[src/rtl/instr_sequencer_if.sv]
// Sequencer-facing bundle: instruction-memory handshake (Run/DIN/Done) plus
// the datapath control strobes driven by the sequencer.
interface instr_sequencer_if #(
  parameter int CNT_W = 16
);
  logic             Run;
  logic [8:0]       DIN;
  logic [8:0]       IR;
  logic [1:0]       Tstep;
  logic             IRin;
  logic [7:0]       Rin;
  logic [7:0]       Rout;
  logic             Ain;
  logic             Gin;
  logic             Gout;
  logic             AddSub;
  logic             DINout;
  logic [3:0]       BusSel;
  logic             Done;
  logic             Busy;
  logic             Illegal;
  logic [CNT_W-1:0] InstrCount;

  modport master (
    output Run, DIN,
    input  IR, Tstep, IRin, Rin, Rout, Ain, Gin, Gout, AddSub, DINout,
           BusSel, Done, Busy, Illegal, InstrCount
  );

  modport slave (
    input  Run, DIN,
    output IR, Tstep, IRin, Rin, Rout, Ain, Gin, Gout, AddSub, DINout,
           BusSel, Done, Busy, Illegal, InstrCount
  );
endinterface

[src/rtl/instr_sequencer.sv]
// Multi-cycle Tstep sequencer for the 9-bit bus processor: IR, opcode decode,
// datapath enables, bus-source select and a retired-instruction counter.
module instr_sequencer #(
  parameter int CNT_W = 16
) (
  input logic               Clock,
  input logic               Reset,
  instr_sequencer_if.slave  bus
);

  typedef enum logic [1:0] {
    T0 = 2'b00,
    T1 = 2'b01,
    T2 = 2'b10,
    T3 = 2'b11
  } tstep_t;

  localparam logic [3:0] SEL_G    = 4'd8;
  localparam logic [3:0] SEL_DIN  = 4'd9;
  localparam logic [3:0] SEL_NONE = 4'd15;

  tstep_t           state, state_nxt;
  logic [8:0]       ir;
  logic [CNT_W-1:0] cnt;

  logic [2:0] iii, xxx, yyy;
  logic       irin, ain, gin, gout, addsub, dinout, done, busy, illegal;
  logic [7:0] rin, rout;
  logic [3:0] bussel;

  assign iii = ir[8:6];
  assign xxx = ir[5:3];
  assign yyy = ir[2:0];

  always_ff @(posedge Clock) begin
    if (Reset) begin
      state <= T0;
      ir    <= '0;
      cnt   <= '0;
    end else begin
      state <= state_nxt;
      if (state == T0 && bus.Run)
        ir <= bus.DIN;
      if (done)
        cnt <= cnt + CNT_W'(1);
    end
  end

  always_comb begin
    state_nxt = state;
    unique case (state)
      T0: state_nxt = bus.Run ? T1 : T0;
      T1: state_nxt = (iii == 3'b010 || iii == 3'b011) ? T2 : T0;
      T2: state_nxt = T3;
      T3: state_nxt = T0;
    endcase
  end

  // Reset overrides every strobe so an aborted instruction never shows Done.
  always_comb begin
    irin    = 1'b0;
    rin     = '0;
    rout    = '0;
    ain     = 1'b0;
    gin     = 1'b0;
    gout    = 1'b0;
    addsub  = 1'b0;
    dinout  = 1'b0;
    bussel  = SEL_NONE;
    done    = 1'b0;
    illegal = 1'b0;
    busy    = 1'b0;
    if (!Reset) begin
      busy = (state != T0);
      unique case (state)
        T0: irin = bus.Run;
        T1: begin
          unique case (iii)
            3'b000: begin
              rout   = 8'b1 << yyy;
              rin    = 8'b1 << xxx;
              bussel = {1'b0, yyy};
              done   = 1'b1;
            end
            3'b001: begin
              dinout = 1'b1;
              rin    = 8'b1 << xxx;
              bussel = SEL_DIN;
              done   = 1'b1;
            end
            3'b010, 3'b011: begin
              rout   = 8'b1 << xxx;
              ain    = 1'b1;
              bussel = {1'b0, xxx};
            end
            default: begin
              done    = 1'b1;
              illegal = 1'b1;
            end
          endcase
        end
        T2: begin
          rout   = 8'b1 << yyy;
          gin    = 1'b1;
          addsub = (iii == 3'b011);
          bussel = {1'b0, yyy};
        end
        T3: begin
          gout   = 1'b1;
          rin    = 8'b1 << xxx;
          bussel = SEL_G;
          done   = 1'b1;
        end
      endcase
    end
  end

  assign bus.IR         = ir;
  assign bus.Tstep      = state;
  assign bus.IRin       = irin;
  assign bus.Rin        = rin;
  assign bus.Rout       = rout;
  assign bus.Ain        = ain;
  assign bus.Gin        = gin;
  assign bus.Gout       = gout;
  assign bus.AddSub     = addsub;
  assign bus.DINout     = dinout;
  assign bus.BusSel     = bussel;
  assign bus.Done       = done;
  assign bus.Busy       = busy;
  assign bus.Illegal    = illegal;
  assign bus.InstrCount = cnt;

endmodule

[src/flat_wrapper.sv]
// flat-port wrapper written by rule: the top's interface ports become plain ports
module instr_sequencer_flat 
#(
  parameter int CNT_W = 16
)
  (Clock, Reset, bus_Run, bus_DIN, bus_IR, bus_Tstep, bus_IRin, bus_Rin, bus_Rout, bus_Ain, bus_Gin, bus_Gout, bus_AddSub, bus_DINout, bus_BusSel, bus_Done, bus_Busy, bus_Illegal, bus_InstrCount);
  instr_sequencer_if #(.CNT_W(CNT_W)) bus_i ();
  input logic Clock;
  input logic Reset;
  input wire logic [$bits(bus_i.Run)-1:0] bus_Run;
  input wire logic [$bits(bus_i.DIN)-1:0] bus_DIN;
  output wire logic [$bits(bus_i.IR)-1:0] bus_IR;
  output wire logic [$bits(bus_i.Tstep)-1:0] bus_Tstep;
  output wire logic [$bits(bus_i.IRin)-1:0] bus_IRin;
  output wire logic [$bits(bus_i.Rin)-1:0] bus_Rin;
  output wire logic [$bits(bus_i.Rout)-1:0] bus_Rout;
  output wire logic [$bits(bus_i.Ain)-1:0] bus_Ain;
  output wire logic [$bits(bus_i.Gin)-1:0] bus_Gin;
  output wire logic [$bits(bus_i.Gout)-1:0] bus_Gout;
  output wire logic [$bits(bus_i.AddSub)-1:0] bus_AddSub;
  output wire logic [$bits(bus_i.DINout)-1:0] bus_DINout;
  output wire logic [$bits(bus_i.BusSel)-1:0] bus_BusSel;
  output wire logic [$bits(bus_i.Done)-1:0] bus_Done;
  output wire logic [$bits(bus_i.Busy)-1:0] bus_Busy;
  output wire logic [$bits(bus_i.Illegal)-1:0] bus_Illegal;
  output wire logic [$bits(bus_i.InstrCount)-1:0] bus_InstrCount;
  assign bus_i.Run = bus_Run;
  assign bus_i.DIN = bus_DIN;
  assign bus_IR = bus_i.IR;
  assign bus_Tstep = bus_i.Tstep;
  assign bus_IRin = bus_i.IRin;
  assign bus_Rin = bus_i.Rin;
  assign bus_Rout = bus_i.Rout;
  assign bus_Ain = bus_i.Ain;
  assign bus_Gin = bus_i.Gin;
  assign bus_Gout = bus_i.Gout;
  assign bus_AddSub = bus_i.AddSub;
  assign bus_DINout = bus_i.DINout;
  assign bus_BusSel = bus_i.BusSel;
  assign bus_Done = bus_i.Done;
  assign bus_Busy = bus_i.Busy;
  assign bus_Illegal = bus_i.Illegal;
  assign bus_InstrCount = bus_i.InstrCount;
  instr_sequencer #(.CNT_W(CNT_W)) u_core (.Clock(Clock), .Reset(Reset), .bus(bus_i));
endmodule
[config.mk]
export PLATFORM = sky130hd
export DESIGN_NAME = instr_sequencer_flat
export DESIGN_NICKNAME = d
export VERILOG_FILES = /design/src/rtl/instr_sequencer_if.sv /design/src/rtl/instr_sequencer.sv /design/src/flat_wrapper.sv
export SDC_FILE = /design/constraint.sdc
export NUM_CORES = 1
export LEC_CHECK = 0
export ABC_CLOCK_PERIOD_IN_PS = 4400
export BUFFER_PORTS_ARGS = -buffer_cell sky130_fd_sc_hd__buf_4
export CAP_MARGIN = 10
export CELL_PAD_IN_SITES_DETAIL_PLACEMENT = 0
export CELL_PAD_IN_SITES_GLOBAL_PLACEMENT = 1
export CORE_ASPECT_RATIO = 1.5
export CORE_MARGIN = 3
export CORE_UTILIZATION = 36
export DETAILED_ROUTE_END_ITERATION = 8
export MAX_ROUTING_LAYER = met4
export PLACE_DENSITY = 0.88
export SYNTH_ARGS = -nofsm -noshare
export SYNTH_HDL_FRONTEND = slang
export SYNTH_SLANG_ARGS = --single-unit
[constraint.sdc]
create_clock -name Clock -period 4.4 [get_ports Clock]
set_input_delay 0.88 -clock Clock [delete_from_list [all_inputs] [get_ports Clock]]
set_output_delay 0.88 -clock Clock [all_outputs]
set_load 0.1 [all_outputs]
# Yosys cells after proc, flatten, opt, wreduce, memory -nomap -nowiden
# Cells that the tools add are included.
dict set report totals {
  register_bits 27
  input_bits 12
  output_inout_bits 56
  wordCells 53
}
dict set report op_classes {
  n_addsub 1
  eq_ne 6
  shifts 2
  muxes 33
  n_reduce_logical 8
}
# cell count
set op_table {}
lappend op_table {{$pmux W8 S2} 3}
lappend op_table {{$mux W8} 3}
lappend op_table {{$pmux W4 S3} 2}
lappend op_table {{$mux W1} 21}
lappend op_table {{$add A16 B1 Y16 const B} 1}
lappend op_table {{$shl A1 B3 Y8 const A} 2}
lappend op_table {{$pmux W2 S4} 1}
lappend op_table {{$eq A3 B2 Y1 const B} 2}
lappend op_table {{$eq A2 B2 Y1 const B} 2}
lappend op_table {{$mux W4} 1}
lappend op_table {{$reduce_or A2 Y1} 2}
lappend op_table {{$reduce_or A4 Y1} 1}
lappend op_table {{$eq A3 B1 Y1 const B} 1}
lappend op_table {{$logic_not A3 Y1} 1}
lappend op_table {{$eq A2 B1 Y1 const B} 1}
lappend op_table {{$logic_not A2 Y1} 1}
lappend op_table {{$mux W2} 1}
lappend op_table {{$pmux W1 S2} 1}
lappend op_table {{$reduce_bool A2 Y1} 1}
lappend op_table {{$logic_and A1 B1 Y1} 1}
lappend op_table {{$logic_or A1 B1 Y1} 1}

# Depth between registers and ports, before layout
dict set report depth {
  word_depth 5
  mapped_depth 8
  mapped_depth_nobuf 6
}

# Least setup slack after synthesis
# OpenSTA, ideal clock, no wires.
dict set report synth_path {
  path_kind {register to output}
  start {register u_core.state[0], in the netlist u_core.bus.Tstep[0]}
  end {output port bus_Rin[1]}
  arrival_time_ps 4223
  t_required_ps 3520
  path_slack_ps -703
  stages_incl_launch_ff 7
  n_path_buf 1
  path_cell_list {dfxtp_1 > ha_1 > buf_2 > or3b_1 > a21oi_1 > nand2_1 > nor3_1}
}
dict set report synth_via {
  elab_chain_cells 3
  word_cells_on_any_way 4
  cone_classes {2 x eq/ne; 2 x mux}
}
# element line_no
set synth_rtl {}
lappend synth_rtl {{start, declared} instr_sequencer.sv:22} ;# tstep_t state, state_nxt;
lappend synth_rtl {{start signal, assigned} instr_sequencer.sv:41} ;# state <= state_nxt;
lappend synth_rtl {{$eq A2 B2 Y1 or $eq A2 B1 Y1 (tied branches)} instr_sequencer.sv:75} ;# unique case (state)
lappend synth_rtl {{$pmux W8 S2 *} instr_sequencer.sv:75}
lappend synth_rtl {{$mux W8 *} instr_sequencer.sv:73} ;# if (!Reset) begin
lappend synth_rtl {{end, declared} flat_wrapper.sv:15} ;# output wire logic [$bits(bus_i.Rin)-1:0] bus_Rin;
# Every way passes the cells marked *; elsewhere a longest branch is shown, timed or not.

# Worst setup path after layout
dict set report layout_path {
  start {register u_core.state[0], in the netlist u_core.bus.Tstep[0]}
  end {output port bus_Rout[3]}
}
dict set report layout_via {
  elab_chain_cells 3
  word_cells_on_any_way 4
  cone_classes {2 x eq/ne; 2 x mux}
}
# element line_no
set layout_rtl {}
lappend layout_rtl {{$eq A2 B2 Y1 or $eq A2 B1 Y1 (tied branches)} instr_sequencer.sv:75}
lappend layout_rtl {{$pmux W8 S2 *} instr_sequencer.sv:75}
lappend layout_rtl {{$mux W8 *} instr_sequencer.sv:73}
lappend layout_rtl {{end, declared} flat_wrapper.sv:16} ;# output wire logic [$bits(bus_i.Rout)-1:0] bus_Rout;
# Marked as above.

==> key figures <==
STA
  – Hold slack: around 0.51 ns
  – Fmax: 273 MHz
  – Hold Violations, Final: 0
  – Final Cycle Share: a little over four fifths
  – Max-slew violation count: 0
  – Final setup violating endpoints: 0
  – Clk_skew: around 0.007 ns
  – Total negative slack: 0 ns
  – Rel. slew slack: around two fifths
  – Final worst slack: about 0.73 ns
  – Fin crit period: ~3.7 ns
  – Unrepaired setup endpoints after global routing: no
  – Slew at the pin with the worst max-slew slack: a little under 0.9 ns

Final layout
  – Area grow syn2layout: 34.9%
  – # diodes: 0
  – Final Util: 51.5%
  – Final instance area: roughly 0.0022 mm2
  – Layout cells sized above 1: about a third
  – Final nets: a little under 300
  – Final std cells w/o fill: ~320

Power and ir drop
  – Psw: approximately 0.21 mW
  – Leakage Power: approximately 0.91 nW
  – Switching fraction of total power: a little under two fifths
  – Combinational power share: between 20% and 30%
  – Highest ir drop seen on vdd: between 0.1 and 0.15 mV
  – PwrDens: around 250 mW/mm2
  – Pwr Total: ~0.56 mW
  – Clock power frac: 25.7%
  – Int Pwr: roughly 0.35 mW
  – Sequential power share: between 40% and 50%

GRT
  – First-pass GRT wire length: approximately 7500 um
  – Antenna violations before repair: 0
  – Total gr overflow: 0
  – Gr usage total: between 10% and 20%
  – Vias in the first global route: ~1.7k
  – Largest net degree at the start of global routing: 41

Run
  – Maxcap violations: 0

Yosys
  – Post-synth EDFFs: 0
  – Predominant post-synthesis flop cell: dfxtp_1
  – Post-synth top area share: 32.8%
  – Post-Syn Area: 0.00165 mm2
  – Post-Synthesis Cells: ~220
  – Net Count, Synth: ~240
  – Share of synthesized area occupied by flip-flops and latches: between 30% and 40%
  – Yosys cell types: 42
  – Fraction of registers with async set or reset after synthesis: 0%
  – Main area contributors after synthesis: dfxtp_1 33%, nand2_1 8.0%, a21oi_1 7.6%
  – Yosys top cell by area: dfxtp_1
  – Yosys warning total: 0
  – Synthesized flop and latch total: 27
  – Mapped Avg Cell Area: between 7 and 8 um2

Floorplan
  – Top Ports: 68
  – Initial Util: a little under two fifths
  – Die width: 61.2 um
  – Row count: 29
  – Core area: about 0.0043 mm2
  – Die area: roughly 0.0054 mm2
  – Die H: between 80 and 90 um

Clock tree
  – Clk_lat worst skew: 0.27 ns
  – Cts hold-fix bufs: 0
  – TritonCTS buffer count: 3
  – Clock Sinks: 27
  – Clock Tree Root: clkbuf_8
  – Gates resized, CTS repair: 0
  – Clock buffer depth: 2
  – Total setup buffers inserted after CTS: 0
  – H-tree depth: 1
  – CTS tree: built
  – Worst-path clk slew: around 0.10 ns

Worst setup path
  – Req. time, crit path: 3.52 ns
  – Top fanout value on the critical path: 11
  – Kind of critical path: flop to primary output
  – CP endpoint kind: primary output
  – Startpoint types: flop
  – CP Data Arrival Time: about 2.8 ns

Routing
  – Routed Antenna Nets: 0
  – Drt wl/cell: between 10 and 15 um
  – DRT iter0 DRCs: between 150 and 200
  – TritonRoute pass-1 iters: 7
  – Total number of vias: ~1.7k
  – Via density per instance: between 5 and 6
  – Drt drc: 0
  – Total routed wirelength: 4420 um

Placement
  – Detail Placement HPWL: between 3000 and 4000 um
  – Dpl cell area: approximately 0.0022 mm2
  – IO Port Bufs: 67
  – Placed cells: 320
  – GPL Wtd Cong: 0.848
  – Pre-CTS WS: between 1 and 1.5 ns

Min path
  – Hold Path Class: flop to flop

Run status
  – Outcome: finished clean
layout make-up:
class / count / area [um2]
fillers: 450 / 2090
multi-input cells: 176 / 1060
flip-flops and latches: 27 / 541
repair buffers: 67 / 503
well taps: 46 / 57.6
clock buffers: 3 / 41.3
inverters: 4 / 15.0
clock inverters: 1 / 5.00
cell usage after synthesis, drive strengths merged, types with 4 or more instances:
| library cell | instances |
|---|---|
| buf | 6 |
| nand2 | 35 |
| nand2b | 6 |
| inv | 4 |
| nor2 | 27 |
| a21oi | 25 |
| o31ai | 5 |
| nand3 | 9 |
| dfxtp | 27 |
| nor2b | 7 |
| nor3b | 5 |
| o21ai | 4 |
| ha | 5 |
| clkbuf | 11 |
| nor3 | 5 |
| or4 | 5 |
final timing paths:
check,start,to,slack (ns),cells past startpoint
worst max-delay path,u_core.bus.Tstep[0],bus_Rout[3],0.73,6
worst min-delay path,u_core.bus.InstrCount[13],u_core.bus.InstrCount[13],0.51,2
worst max register to register,u_core.bus.Tstep[0],u_core.bus.InstrCount[11],2.29,5
worst min register to register,u_core.bus.InstrCount[13],u_core.bus.InstrCount[13],0.51,2
flip-flops by register name, indices dropped and copies added (netlist names), named ones only:
register and cells:
u_core.bus.InstrCount 16, u_core.bus.IR 9, u_core.bus.Tstep 1
cells by family (layout without fill, tap and decap cells):
family                     count (synthesis)  after routing  synth area share [%]
DFF                                       27             27                  32.8
xor gates and xnor gates                   5              5                  2.66
and+or+nand+nor                          119            119                  37.4
AOI/OAI and AO/OA                         44             44                  15.9
muxes                                      3              3                  1.97
buffers and inverters                     21             75                  5.54
adders and majority gates                  5              5                  3.80
layout by cell type, fill, tap and decap left out, types with 3 or more instances in the layout:
master     n
a21oi_1   21
a21oi_2    4
a22oi_1    3
and3_1     3
buf_4     67
clkbuf_8   3
dfxtp_1   27
ha_1       5
inv_1      4
nand2_1   35
nand2b_1   6
nand3_1    9
nand4b_1   3
nor2_1    22
nor2_2     5
nor2b_1    6
nor3_1     3
nor3b_1    4
o21ai_0    4
o31ai_1    5
or4_1      5
xnor2_1    3
metal layers:
layer  routed length (um)  GRT usage, %  share of wire (%)
met5                    0             -                  0
met4                   48          5.52                1.1
met3                  285          3.36                6.4
met2                 2310          32.8                 52
met1                 1780          19.3                 40
critical path: stages, from the launching register on:
cell      delay (ns)
dfxtp_1         0.42
ha_1            0.38
or3b_1          0.44
o21bai_1        0.60
nand4b_1        0.20
a21oi_2         0.17
buf_4           0.30
power groups by stage:
stage / clock network, mW / logic (mW) / registers [mW]
finish: 0.143 / 0.147 / 0.267
detailed placement: 0 / 0.148 / 0.273
floorplan: 0 / 0.0762 / 0.311
CTS: 0.147 / 0.148 / 0.267
global placement: 0 / 0.148 / 0.272
global route: 0.157 / 0.157 / 0.269
No activity file was read; power rests on OpenSTA's default activity.
